## src/rtl/ace_mem_req_seq_pkg.sv

```systemverilog
// Shared types and default constants for the ACE main-memory request sequencer.
// Optional timeout logic is enabled by defining ACE_MEM_TIMEOUT_EN.
package ace_pkg;

    typedef enum logic [1:0] {
        IDLE     = 2'd0,
        ISSUE    = 2'd1,
        WAIT_RSP = 2'd2
    } state_t;

    localparam int ACE_FIFO_DEPTH_DEF     = 4;
    localparam int ACE_TIMEOUT_CYCLES_DEF = 16;

endpackage

```

## src/rtl/ace_mem_req_seq_if.sv

```systemverilog
// Memory request/response handshake between the sequencer (master) and memory (slave).
interface ace_mem_req_seq_if;

    logic mem_req_valid;
    logic mem_req_we;
    logic mem_req_ready;
    logic mem_rsp_valid;

    modport master (
        output mem_req_valid,
        output mem_req_we,
        input  mem_req_ready,
        input  mem_rsp_valid
    );

    modport slave (
        input  mem_req_valid,
        input  mem_req_we,
        output mem_req_ready,
        output mem_rsp_valid
    );

endinterface

```

## src/rtl/ace_mem_req_seq_fifo.sv

```systemverilog
// Request queue holding one we bit per entry; accepts up to two pushes per cycle
// (din[0] lands first, din[1] second) and one pop.
module ace_req_fifo #(
    parameter int DEPTH = 4
) (
    input  logic                     clk,
    input  logic                     rst,
    input  logic [1:0]               push,
    input  logic [1:0]               din,
    input  logic                     pop,
    output logic                     dout,
    output logic                     full,
    output logic                     empty,
    output logic [$clog2(DEPTH):0]   count
);

    localparam int AW = $clog2(DEPTH);

    logic [DEPTH-1:0] mem_q;
    logic [AW-1:0]    wptr_q, wptr_d;
    logic [AW-1:0]    rptr_q, rptr_d;
    logic [AW:0]      count_q, count_d;

    // Power-of-two depth lets the pointers wrap by plain overflow.
    always_comb begin
        wptr_d  = wptr_q + AW'(push);
        rptr_d  = rptr_q + AW'(pop);
        count_d = count_q + (AW+1)'(push) - (AW+1)'(pop);
    end

    always_ff @(posedge clk or posedge rst) begin
        if (rst) begin
            wptr_q  <= '0;
            rptr_q  <= '0;
            count_q <= '0;
        end else begin
            wptr_q  <= wptr_d;
            rptr_q  <= rptr_d;
            count_q <= count_d;
        end
    end

    always_ff @(posedge clk) begin
        if (push != 2'd0) mem_q[wptr_q] <= din[0];
        if (push == 2'd2) mem_q[wptr_q + AW'(1)] <= din[1];
    end

    assign dout  = mem_q[rptr_q];
    assign empty = (count_q == '0);
    assign full  = (count_q == (AW+1)'(DEPTH));
    assign count = count_q;

endmodule

```

## src/rtl/ace_mem_req_seq.sv

```systemverilog
// Serialises coherence-FSM memory strobes into single-outstanding memory requests.
// Define ACE_MEM_TIMEOUT_EN to abort WAIT_RSP after TIMEOUT_CYCLES.
module ace_mem_req_seq
    import ace_pkg::*;
#(
    parameter int FIFO_DEPTH     = ACE_FIFO_DEPTH_DEF,
    parameter int TIMEOUT_CYCLES = ACE_TIMEOUT_CYCLES_DEF
) (
    input  logic                          clk,
    input  logic                          rst,
    input  logic                          write_main_mem,
    input  logic                          read_main_mem,
    input  logic                          write_cache,
    input  logic                          read_cache,
    ace_mem_req_seq_if.master             mem,
    output logic                          cache_wr_en,
    output logic                          cache_rd_en,
    output logic                          busy,
    output logic [$clog2(FIFO_DEPTH):0]   q_count,
    output logic                          overflow,
    output logic                          timeout_err
);

    localparam int CW = $clog2(FIFO_DEPTH) + 1;

    state_t          state_q, state_d;
    logic            fifo_pop, fifo_empty, fifo_full, fifo_dout;
    logic [CW-1:0]   fifo_count, free_slots;
    logic            acc_wr, acc_rd, drop;
    logic [1:0]      push_cnt, push_din;
    logic            rsp_done, tmo_hit;
    logic            req_valid, req_we;
    logic            cache_wr_q, cache_rd_q, overflow_q;

    // Admission: free space includes a slot released by a same-cycle pop;
    // the write is offered first so it wins a single remaining slot.
    always_comb begin
        free_slots = CW'(FIFO_DEPTH) - fifo_count + CW'(fifo_pop);
        acc_wr     = write_main_mem && (!fifo_full || fifo_pop);
        acc_rd     = read_main_mem && (free_slots > CW'(acc_wr));
        push_cnt   = {1'b0, acc_wr} + {1'b0, acc_rd};
        push_din   = {1'b0, acc_wr};
        drop       = (write_main_mem && !acc_wr) || (read_main_mem && !acc_rd);
    end

    ace_req_fifo #(
        .DEPTH (FIFO_DEPTH)
    ) u_fifo (
        .clk   (clk),
        .rst   (rst),
        .push  (push_cnt),
        .din   (push_din),
        .pop   (fifo_pop),
        .dout  (fifo_dout),
        .full  (fifo_full),
        .empty (fifo_empty),
        .count (fifo_count)
    );

`ifdef ACE_MEM_TIMEOUT_EN
    localparam int TW = $clog2(TIMEOUT_CYCLES + 1);

    logic [TW-1:0] tmo_q, tmo_d;
    logic          tmo_err_q;

    // Counter is held at zero outside WAIT_RSP, so every entry starts from zero.
    always_comb begin
        tmo_d   = (state_q == WAIT_RSP) ? tmo_q + TW'(1) : '0;
        tmo_hit = (state_q == WAIT_RSP) && !mem.mem_rsp_valid &&
                  (tmo_q == TW'(TIMEOUT_CYCLES - 1));
    end

    always_ff @(posedge clk or posedge rst) begin
        if (rst) begin
            tmo_q     <= '0;
            tmo_err_q <= 1'b0;
        end else begin
            tmo_q     <= tmo_d;
            tmo_err_q <= tmo_err_q | tmo_hit;
        end
    end

    assign timeout_err = tmo_err_q;
`else
    logic unused_tmo_cfg;

    assign unused_tmo_cfg = (TIMEOUT_CYCLES > 0);
    assign tmo_hit        = 1'b0;
    assign timeout_err    = 1'b0;
`endif

    assign rsp_done = (state_q == WAIT_RSP) && (mem.mem_rsp_valid || tmo_hit);

    always_ff @(posedge clk or posedge rst) begin
        if (rst) state_q <= IDLE;
        else     state_q <= state_d;
    end

    always_comb begin
        state_d = state_q;
        unique case (state_q)
            IDLE:     if (!fifo_empty)         state_d = ISSUE;
            ISSUE:    if (mem.mem_req_ready)   state_d = WAIT_RSP;
            WAIT_RSP: if (rsp_done)            state_d = fifo_empty ? IDLE : ISSUE;
            default:                           state_d = IDLE;
        endcase
    end

    // Head entry is not popped until acceptance, so we stays stable under backpressure.
    always_comb begin
        req_valid = 1'b0;
        req_we    = 1'b0;
        fifo_pop  = 1'b0;
        if (state_q == ISSUE) begin
            req_valid = 1'b1;
            req_we    = fifo_dout;
            fifo_pop  = mem.mem_req_ready;
        end
    end

    assign mem.mem_req_valid = req_valid;
    assign mem.mem_req_we    = req_we;

    always_ff @(posedge clk or posedge rst) begin
        if (rst) begin
            cache_wr_q <= 1'b0;
            cache_rd_q <= 1'b0;
            overflow_q <= 1'b0;
        end else begin
            cache_wr_q <= write_cache;
            cache_rd_q <= read_cache;
            overflow_q <= overflow_q | drop;
        end
    end

    assign cache_wr_en = cache_wr_q;
    assign cache_rd_en = cache_rd_q;
    assign overflow    = overflow_q;
    assign q_count     = fifo_count;
    assign busy        = !fifo_empty || (state_q != IDLE);

endmodule

```

## src/flat_wrapper.sv

```systemverilog
// flat-port wrapper written by rule: the top's interface ports become plain ports
module ace_mem_req_seq_flat import ace_pkg::*;
#(
    parameter int FIFO_DEPTH     = ACE_FIFO_DEPTH_DEF,
    parameter int TIMEOUT_CYCLES = ACE_TIMEOUT_CYCLES_DEF
)
  (clk, rst, write_main_mem, read_main_mem, write_cache, read_cache, cache_wr_en, cache_rd_en, busy, q_count, overflow, timeout_err, mem_mem_req_valid, mem_mem_req_we, mem_mem_req_ready, mem_mem_rsp_valid);
  ace_mem_req_seq_if mem_i ();
  input  logic clk;
  input  logic rst;
  input  logic write_main_mem;
  input  logic read_main_mem;
  input  logic write_cache;
  input  logic read_cache;
  output logic cache_wr_en;
  output logic cache_rd_en;
  output logic busy;
  output logic [$clog2(FIFO_DEPTH):0] q_count;
  output logic overflow;
  output logic timeout_err;
  output wire logic [$bits(mem_i.mem_req_valid)-1:0] mem_mem_req_valid;
  output wire logic [$bits(mem_i.mem_req_we)-1:0] mem_mem_req_we;
  input wire logic [$bits(mem_i.mem_req_ready)-1:0] mem_mem_req_ready;
  input wire logic [$bits(mem_i.mem_rsp_valid)-1:0] mem_mem_rsp_valid;
  assign mem_mem_req_valid = mem_i.mem_req_valid;
  assign mem_mem_req_we = mem_i.mem_req_we;
  assign mem_i.mem_req_ready = mem_mem_req_ready;
  assign mem_i.mem_rsp_valid = mem_mem_rsp_valid;
  ace_mem_req_seq #(.FIFO_DEPTH(FIFO_DEPTH), .TIMEOUT_CYCLES(TIMEOUT_CYCLES)) u_core (.clk(clk), .rst(rst), .write_main_mem(write_main_mem), .read_main_mem(read_main_mem), .write_cache(write_cache), .read_cache(read_cache), .mem(mem_i), .cache_wr_en(cache_wr_en), .cache_rd_en(cache_rd_en), .busy(busy), .q_count(q_count), .overflow(overflow), .timeout_err(timeout_err));
endmodule
```

## config.mk

```make
export PLATFORM = sky130hd
export DESIGN_NAME = ace_mem_req_seq_flat
export DESIGN_NICKNAME = d
export VERILOG_FILES = /design/src/rtl/ace_mem_req_seq_pkg.sv /design/src/rtl/ace_mem_req_seq_if.sv /design/src/rtl/ace_mem_req_seq_fifo.sv /design/src/rtl/ace_mem_req_seq.sv /design/src/flat_wrapper.sv
export SDC_FILE = /design/constraint.sdc
export NUM_CORES = 1
export LEC_CHECK = 0
export ABC_AREA = 1
export BUFFER_PORTS_ARGS = -buffer_cell sky130_fd_sc_hd__buf_2
export CAP_MARGIN = 20
export CORE_MARGIN = 2
export CORE_UTILIZATION = 25
export DETAILED_ROUTE_END_ITERATION = 8
export PLACE_DENSITY = 0.44
export SYNTH_ARGS = -nofsm -noshare
export SYNTH_HDL_FRONTEND = slang
export SYNTH_HIERARCHICAL = 1
export SYNTH_SLANG_ARGS = --single-unit
export TNS_END_PERCENT = 20
```

## constraint.sdc

```tcl
create_clock -name clk -period 3.9 [get_ports clk]
set_input_delay 0.78 -clock clk [delete_from_list [all_inputs] [get_ports clk]]
set_output_delay 0.78 -clock clk [all_outputs]
set_load 0.01 [all_outputs]
```

Word-level counts from Yosys, hierarchy flattened
Index checks and enable logic that the tools add are counted.
{"block": "word_totals", "ff_bits": 16, "latchBits": 0, "ramBits": 0, "romBits": 0, "input_bits": 8, "output_inout_bits": 10, "memories": 0}
{"block": "classes", "n_addsub": 8, "mul": 0, "n_div": 0, "n_lt_le_gt_ge": 6, "eq_ne": 7, "n_shift": 0, "muxes": 17, "n_bitwise": 3, "n_reduce_logical": 19}
{"operator": "less-than comparator 2 x 3 -> 1 bit (second input constant)", "n": 3}
{"operator": "2-to-1 mux 4 bit", "n": 2}
{"operator": "logical AND 1 bit", "n": 7}
{"operator": "2-to-1 mux 1 bit", "n": 7}
{"operator": "2-to-1 mux 2 bit", "n": 3}
{"operator": "one-hot mux 2 bit (3 select lines)", "n": 1}
{"operator": "bitwise AND 4 bit", "n": 1}
{"operator": "bitwise mux 4 bit", "n": 1}
{"operator": "demux 1 bit (select 2 bit)", "n": 2}
{"operator": "== test 2 bit (second input constant)", "n": 2}
{"operator": ">= comparator 2 x 1 -> 1 bit (second input constant)", "n": 2}
{"operator": "zero test 1 bit", "n": 4}
{"operator": "!= test 2 bit (second input constant)", "n": 2}
{"operator": "inverter 4 bit", "n": 1}
{"operator": "nonzero test 2 bit", "n": 2}
{"operator": "adder 3 x 1 -> 3 bit", "n": 1}
{"operator": "adder 3 x 2 -> 3 bit", "n": 1}
{"operator": "== test 3 bit (second input constant)", "n": 1}
{"operator": "greater-than comparator 3 x 1 -> 1 bit", "n": 1}
{"operator": "zero test 3 bit", "n": 1}
{"operator": "logical OR 1 bit", "n": 3}
{"operator": "AND reduction 3 bit", "n": 1}
{"operator": "subtractor 3 x 1 -> 3 bit", "n": 1}
{"operator": "subtractor 3 bit (first input constant)", "n": 1}
{"operator": "other kinds (9)", "n": 9}

Logic depth before layout (Yosys ltp)
{"block": "logic_depth", "word_depth": 11, "mapped_depth": 17, "mapped_depth_nobuf": 17}

Cells and area by module
The synthesis kept the hierarchy.
{"module": "ace_req_fifo", "instances": 1, "cells_each": 79, "area_each_um2": 631.9}
{"module": "ace_mem_req_seq", "instances": 1, "cells_each": 41, "area_each_um2": 329.1}

Worst setup path before layout
Ideal clock, no wire load.
{"block": "synth_path", "path_kind": "input to register", "startpoint": "input port mem_mem_req_ready", "endpoint": "register u_core.u_fifo.count_q[2] (netlist: u_core/u_fifo/count[2])", "setup_ns": 0.129, "arrival_ns": 3.005, "required_ns": 3.771, "setup_slack_ns": 0.765, "cell_stages": 12, "n_path_buf": 0, "path_cell_list": "nand3_2 -> a21boi_1 -> ha_1 -> nor2_1 -> nor2_1 -> a21boi_0 -> ha_1 -> inv_2 -> ha_1 -> fa_1 -> xnor2_1 -> xor2_1"}
{"block": "synth_between", "elab_chain_cells": 8, "elab_cells_between_ends": 9, "cone_classes": "add/sub (4); order compare (1); mux (1); reduce/logical (3)"}
{"item": "from (decl)", "line_no": "flat_wrapper.sv:23", "text": "input wire logic [$bits(mem_i.mem_req_ready)-1:0] mem_mem_req_ready;"}
{"item": "2-to-1 mux 1 bit *", "line_no": "ace_mem_req_seq.sv:114", "text": "if (state_q == ISSUE) begin"}
{"item": "logical OR 1 bit *", "line_no": "ace_mem_req_seq.sv:39", "text": "acc_wr = write_main_mem && (!fifo_full || fifo_pop);"}
{"item": "logical AND 1 bit *", "line_no": "ace_mem_req_seq.sv:39"}
{"item": "net u_core.acc_wr", "line_no": "ace_mem_req_seq.sv:29", "text": "logic acc_wr, acc_rd, drop;"}
{"item": "greater-than comparator 3 x 1 -> 1 bit", "line_no": "ace_mem_req_seq.sv:40", "text": "acc_rd = read_main_mem && (free_slots > CW'(acc_wr));"}
{"item": "logical AND 1 bit", "line_no": "ace_mem_req_seq.sv:40"}
{"item": "adder 1 x 1 -> 2 bit *", "line_no": "ace_mem_req_seq.sv:41", "text": "push_cnt = {1'b0, acc_wr} + {1'b0, acc_rd};"}
{"item": "net u_core.push_cnt[1]", "line_no": "ace_mem_req_seq.sv:30", "text": "logic [1:0] push_cnt, push_din;"}
{"item": "adder 3 x 2 -> 3 bit *", "line_no": "ace_mem_req_seq_fifo.sv:28", "text": "count_d = count_q + (AW+1)'(push) - (AW+1)'(pop);"}
{"item": "subtractor 3 x 1 -> 3 bit *", "line_no": "ace_mem_req_seq_fifo.sv:28"}
{"item": "net u_core.u_fifo.count_d[2]", "line_no": "ace_mem_req_seq_fifo.sv:22", "text": "logic [AW:0] count_q, count_d;"}
{"item": "to (signal assigned)", "line_no": "ace_mem_req_seq_fifo.sv:39", "text": "count_q <= count_d;"}
{"item": "to (decl)", "line_no": "ace_mem_req_seq_fifo.sv:22"}
Mark *: on every way through the listed nets, which the timed path passes. The rest lies on a longest branch.
A chain may end at the register's enable or synchronous reset.

Worst setup path in the final report
{"block": "layout_path", "startpoint": "input port mem_mem_req_ready", "endpoint": "register u_core.u_fifo.count_q[2] (netlist: u_core/u_fifo/count[2])"}
{"block": "layout_between", "elab_chain_cells": 8, "elab_cells_between_ends": 9, "cone_classes": "add/sub (4); order compare (1); mux (1); reduce/logical (3)"}
{"item": "2-to-1 mux 1 bit *", "line_no": "ace_mem_req_seq.sv:114"}
{"item": "parallel branches: the longest is 4 deep, another holds adder 3 x 1 -> 3 bit"}
{"item": "adder 1 x 1 -> 2 bit *", "line_no": "ace_mem_req_seq.sv:41"}
{"item": "net u_core.push_cnt[1]", "line_no": "ace_mem_req_seq.sv:30"}
{"item": "adder 3 x 2 -> 3 bit *", "line_no": "ace_mem_req_seq_fifo.sv:28"}
{"item": "subtractor 3 x 1 -> 3 bit *", "line_no": "ace_mem_req_seq_fifo.sv:28"}
{"item": "net u_core.u_fifo.count_d[2]", "line_no": "ace_mem_req_seq_fifo.sv:22"}
Mark *: on every way through the listed nets, which the timed path passes.

==> flow_metrics.py <==
metrics = {
    "status": {
        "run_status": "completed",
    },
    "critical_path": {
        "crit_path_start_kind": "primary input",
        "worst_ep_arrival_time_ps": 3210,
        "timing.setup.critical_path_class": "in2reg",
        "timing.critical_path.to_type": "flip-flop",
        "worstPathRequired_ps": 4070,
        "maximum_fanout_encountered_on_the_critical_timing_path": 5,
    },
    "die": {
        "design.portCount": 18,
        "fp.dieW_um": 66.00,
        "die_h_um": 66.00,
        "placeableCoreArea_um2": 3689,
        "die_area_um2": 4355,
        "start_util": 0.2605,
        "floorplan.rows": 22,
    },
    "timing": {
        "finalSetupViolCount": 0,
        "max_slew_violation_count": 0,
        "setup_tns_ps": 0,
        "setup_ws_ps": 860.4,
        "timing.fmax_mhz": 329.0,
        "timing.final.crit_share": 0.7794,
        "timing.clock.skew_ps": 4.529,
        "final.hold.worst_slack_ps": 430.1,
        "hold_viol_final": 0,
        "rsz0062_at_grt": "no",
        "min_period_ps": 3040,
    },
    "final_layout": {
        "stdcell_area_um2": 1167,
        "final_core_util": 0.3165,
        "post_layout_nonfiller_instances": 191,
        "antennaDiodeCount": 0,
        "layout.filler_cells": 401,
        "area_growth_syn_to_layout_pct": 21.48,
        "layout-drive-gt1-share": 0.2378,
        "final_nets": 162,
    },
    "clock_network": {
        "clock_tree_buf_depth": 2,
        "ctsRootBufferMaster": "sky130_fd_sc_hd__clkbuf_8",
        "cts.htree.levels": 1,
        "cts_hold_buf": 0,
        "cts.reportedPaths.clkPinSlew_ps": 60,
        "tritoncts": "built",
        "postCtsSetupRepairBufs": 0,
        "clock_latency_ps": 250,
        "post_cts.resized_instances": 0,
        "tritoncts_buffers": 3,
        "clock-sinks": 16,
    },
    "power_and_ir_drop": {
        "irDropWorstVdd_mv": 0.3568,
        "fin_total_pwr_mw": 0.9674,
        "total_leakage_power_nw": 0.6296,
        "power.density_nw_per_um2": 828.7,
    },
    "global_routing": {
        "grt_pass1_vias": 742,
        "initial_antenna_violation_count": 0,
        "grt_overflow": 0,
        "grt_max_degree": 10,
        "grt_usage": 0.09896,
        "grt_first_pass_wirelength_mm": 3.201,
    },
    "synthesis": {
        "syn-mean-instance-area_um2": 8.008,
        "synthTopCellsByArea": "sky130_fd_sc_hd__dfrtp_1 (31%), sky130_fd_sc_hd__ha_1 (12%), sky130_fd_sc_hd__nand2_1 (9.8%), sky130_fd_sc_hd__dfxtp_1 (8.3%), sky130_fd_sc_hd__inv_1 (7.8%)",
        "post_synth_num_cell_types": 24,
        "mappedNetlistArea_um2": 960.9,
        "synthesis.instances": 120,
        "yosysWarnings": 6,
        "synth.ff_latch_count": 16,
        "synth_top_area_share": 0.3125,
        "seq_area_frac_synth": 0.3958,
        "synth_area_leader_cell": "sky130_fd_sc_hd__dfrtp_1",
    },
    "place": {
        "rd_place_congestion": 0.8093,
        "placedInstanceArea_um2": 1112,
        "hpwl_mm": 1.467,
        "dpl_worst_slack_ps": 577.7,
        "placed_cells_incl_taps": 187,
        "place.port_buffers": 16,
    },
    "routing": {
        "drt-vias-per-instance": 3.995,
        "vias": 763,
        "wl_per_cell_um": 9.277,
        "dr.pass1.iters": 4,
        "drt_drc_violations_left": 0,
        "ant_nets": 0,
        "wirelength_mm": 1.772,
        "drt_iter0_markers": 10,
    },
    "flow_run": {
        "number_of_max_capacitance_violations_reported": 0,
    },
    "hold_path": {
        "min-delay-path-class": "in2async",
    },
}
## cell families after synthesis
family | Yosys count | share of synthesized area
simple gates | 55 | 0.2604
buf+inv | 27 | 0.1094
flops | 16 | 0.3958
fa+ha+maj | 10 | 0.1380
compound gates | 6 | 0.04687
xor+xnor | 5 | 0.04558
other cells | 1 | 0.003903
## routing by layer
metal / track usage / part of all wire
met1: 0.1234 / 0.50
met2: 0.1490 / 0.43
met3: 0.03918 / 0.044
met4: 0.04592 / 0.019
met5: 0 / 0
## registers in the layout, indices dropped and copies added, names as in the netlist
name	count
u_core/cache_wr_en	1
u_core/state_q	2
u_core/u_fifo/count	3
u_core/cache_rd_en	1
u_core/u_fifo/mem_q	4
u_core/u_fifo/rptr_q	2
u_core/u_fifo/wptr_q	2
u_core/overflow	1
## final timing paths
check	cells past startpoint	startpoint	slack, ps	endpoint
worst min-delay path	2	rst	430	u_core/cache_rd_en
max in group asynchronous	2	rst	3200	u_core/u_fifo/rptr_q[1]
worst max register to register	13	u_core/u_fifo/count[2]	900	u_core/u_fifo/count[2]
worst max-delay path	13	mem_mem_req_ready	860	u_core/u_fifo/count[2]
min in group clk	2	u_core/overflow	500	u_core/overflow
worst min register to register	2	u_core/overflow	500	u_core/overflow
## worst max-delay path, cell delays in order
cell and delay (ps):
sky130_fd_sc_hd__buf_2 110, sky130_fd_sc_hd__nand3_2 110, sky130_fd_sc_hd__ha_1 290, sky130_fd_sc_hd__ha_1 260, sky130_fd_sc_hd__nor2_1 100, sky130_fd_sc_hd__nor2_1 50, sky130_fd_sc_hd__a21boi_0 160, sky130_fd_sc_hd__ha_1 180
sky130_fd_sc_hd__inv_2 60, sky130_fd_sc_hd__ha_1 310, sky130_fd_sc_hd__fa_1 440, sky130_fd_sc_hd__xnor2_1 180, sky130_fd_sc_hd__xor2_1 170
## cell type report
class	instances	area, µm²	share of cell area
multi-input combinational	80	486.7	0.4169
sequential	16	380.4	0.3258
inverter	26	97.59	0.08360
timing repair buffer	17	87.58	0.07503
tap	48	60.06	0.05145
clock buffer	4	55.05	0.04716
## Yosys cell counts
| cell type | number |
|---|---|
| sky130_fd_sc_hd__a32oi_1 | 1 |
| sky130_fd_sc_hd__a21oi_1 | 1 |
| sky130_fd_sc_hd__buf_4 | 1 |
| sky130_fd_sc_hd__ha_1 | 9 |
| sky130_fd_sc_hd__nand3b_1 | 1 |
| sky130_fd_sc_hd__xnor2_1 | 2 |
| sky130_fd_sc_hd__nand2_2 | 1 |
| sky130_fd_sc_hd__nand3_2 | 1 |
| sky130_fd_sc_hd__a21boi_0 | 1 |
| sky130_fd_sc_hd__dfxtp_1 | 4 |
| sky130_fd_sc_hd__nand2_1 | 25 |
| sky130_fd_sc_hd__a21boi_1 | 2 |
| sky130_fd_sc_hd__xor2_1 | 3 |
| sky130_fd_sc_hd__o21ai_2 | 1 |
| sky130_fd_sc_hd__nor2_1 | 8 |
| sky130_fd_sc_hd__nand3_1 | 13 |
| sky130_fd_sc_hd__nor2_2 | 4 |
| sky130_fd_sc_hd__inv_1 | 20 |
| sky130_fd_sc_hd__dfrtp_1 | 12 |
| sky130_fd_sc_hd__nor3_1 | 1 |
| sky130_fd_sc_hd__fa_1 | 1 |
| sky130_fd_sc_hd__inv_2 | 6 |
| sky130_fd_sc_hd__conb_1 | 1 |
| sky130_fd_sc_hd__nor3b_1 | 1 |
## power breakdown
group / internal (mW) / switching (mW) / total (mW) / leakage (nW)
logic: 0.214 / 0.290 / 0.504 / 0.429
registers: 0.243 / 0.0759 / 0.319 / 0.172
clock network: 0.0894 / 0.0549 / 0.144 / 0.0288
total: 0.546 / 0.421 / 0.967 / 0.630
## cell usage in the layout, fill, tap and decap left out, drive strengths merged
master   n
nor2    12
xor2     3
clkbuf   4
buf     17
nand2   26
nor3     1
a32oi    1
a21oi    1
conb     4
inv     26
o21ai    1
fa       1
ha       9
xnor2    2
dfxtp    4
nor3b    1
nand3b   1
nand3   14
dfrtp   12
a21boi   3
Power figures use the tool's default switching activity.
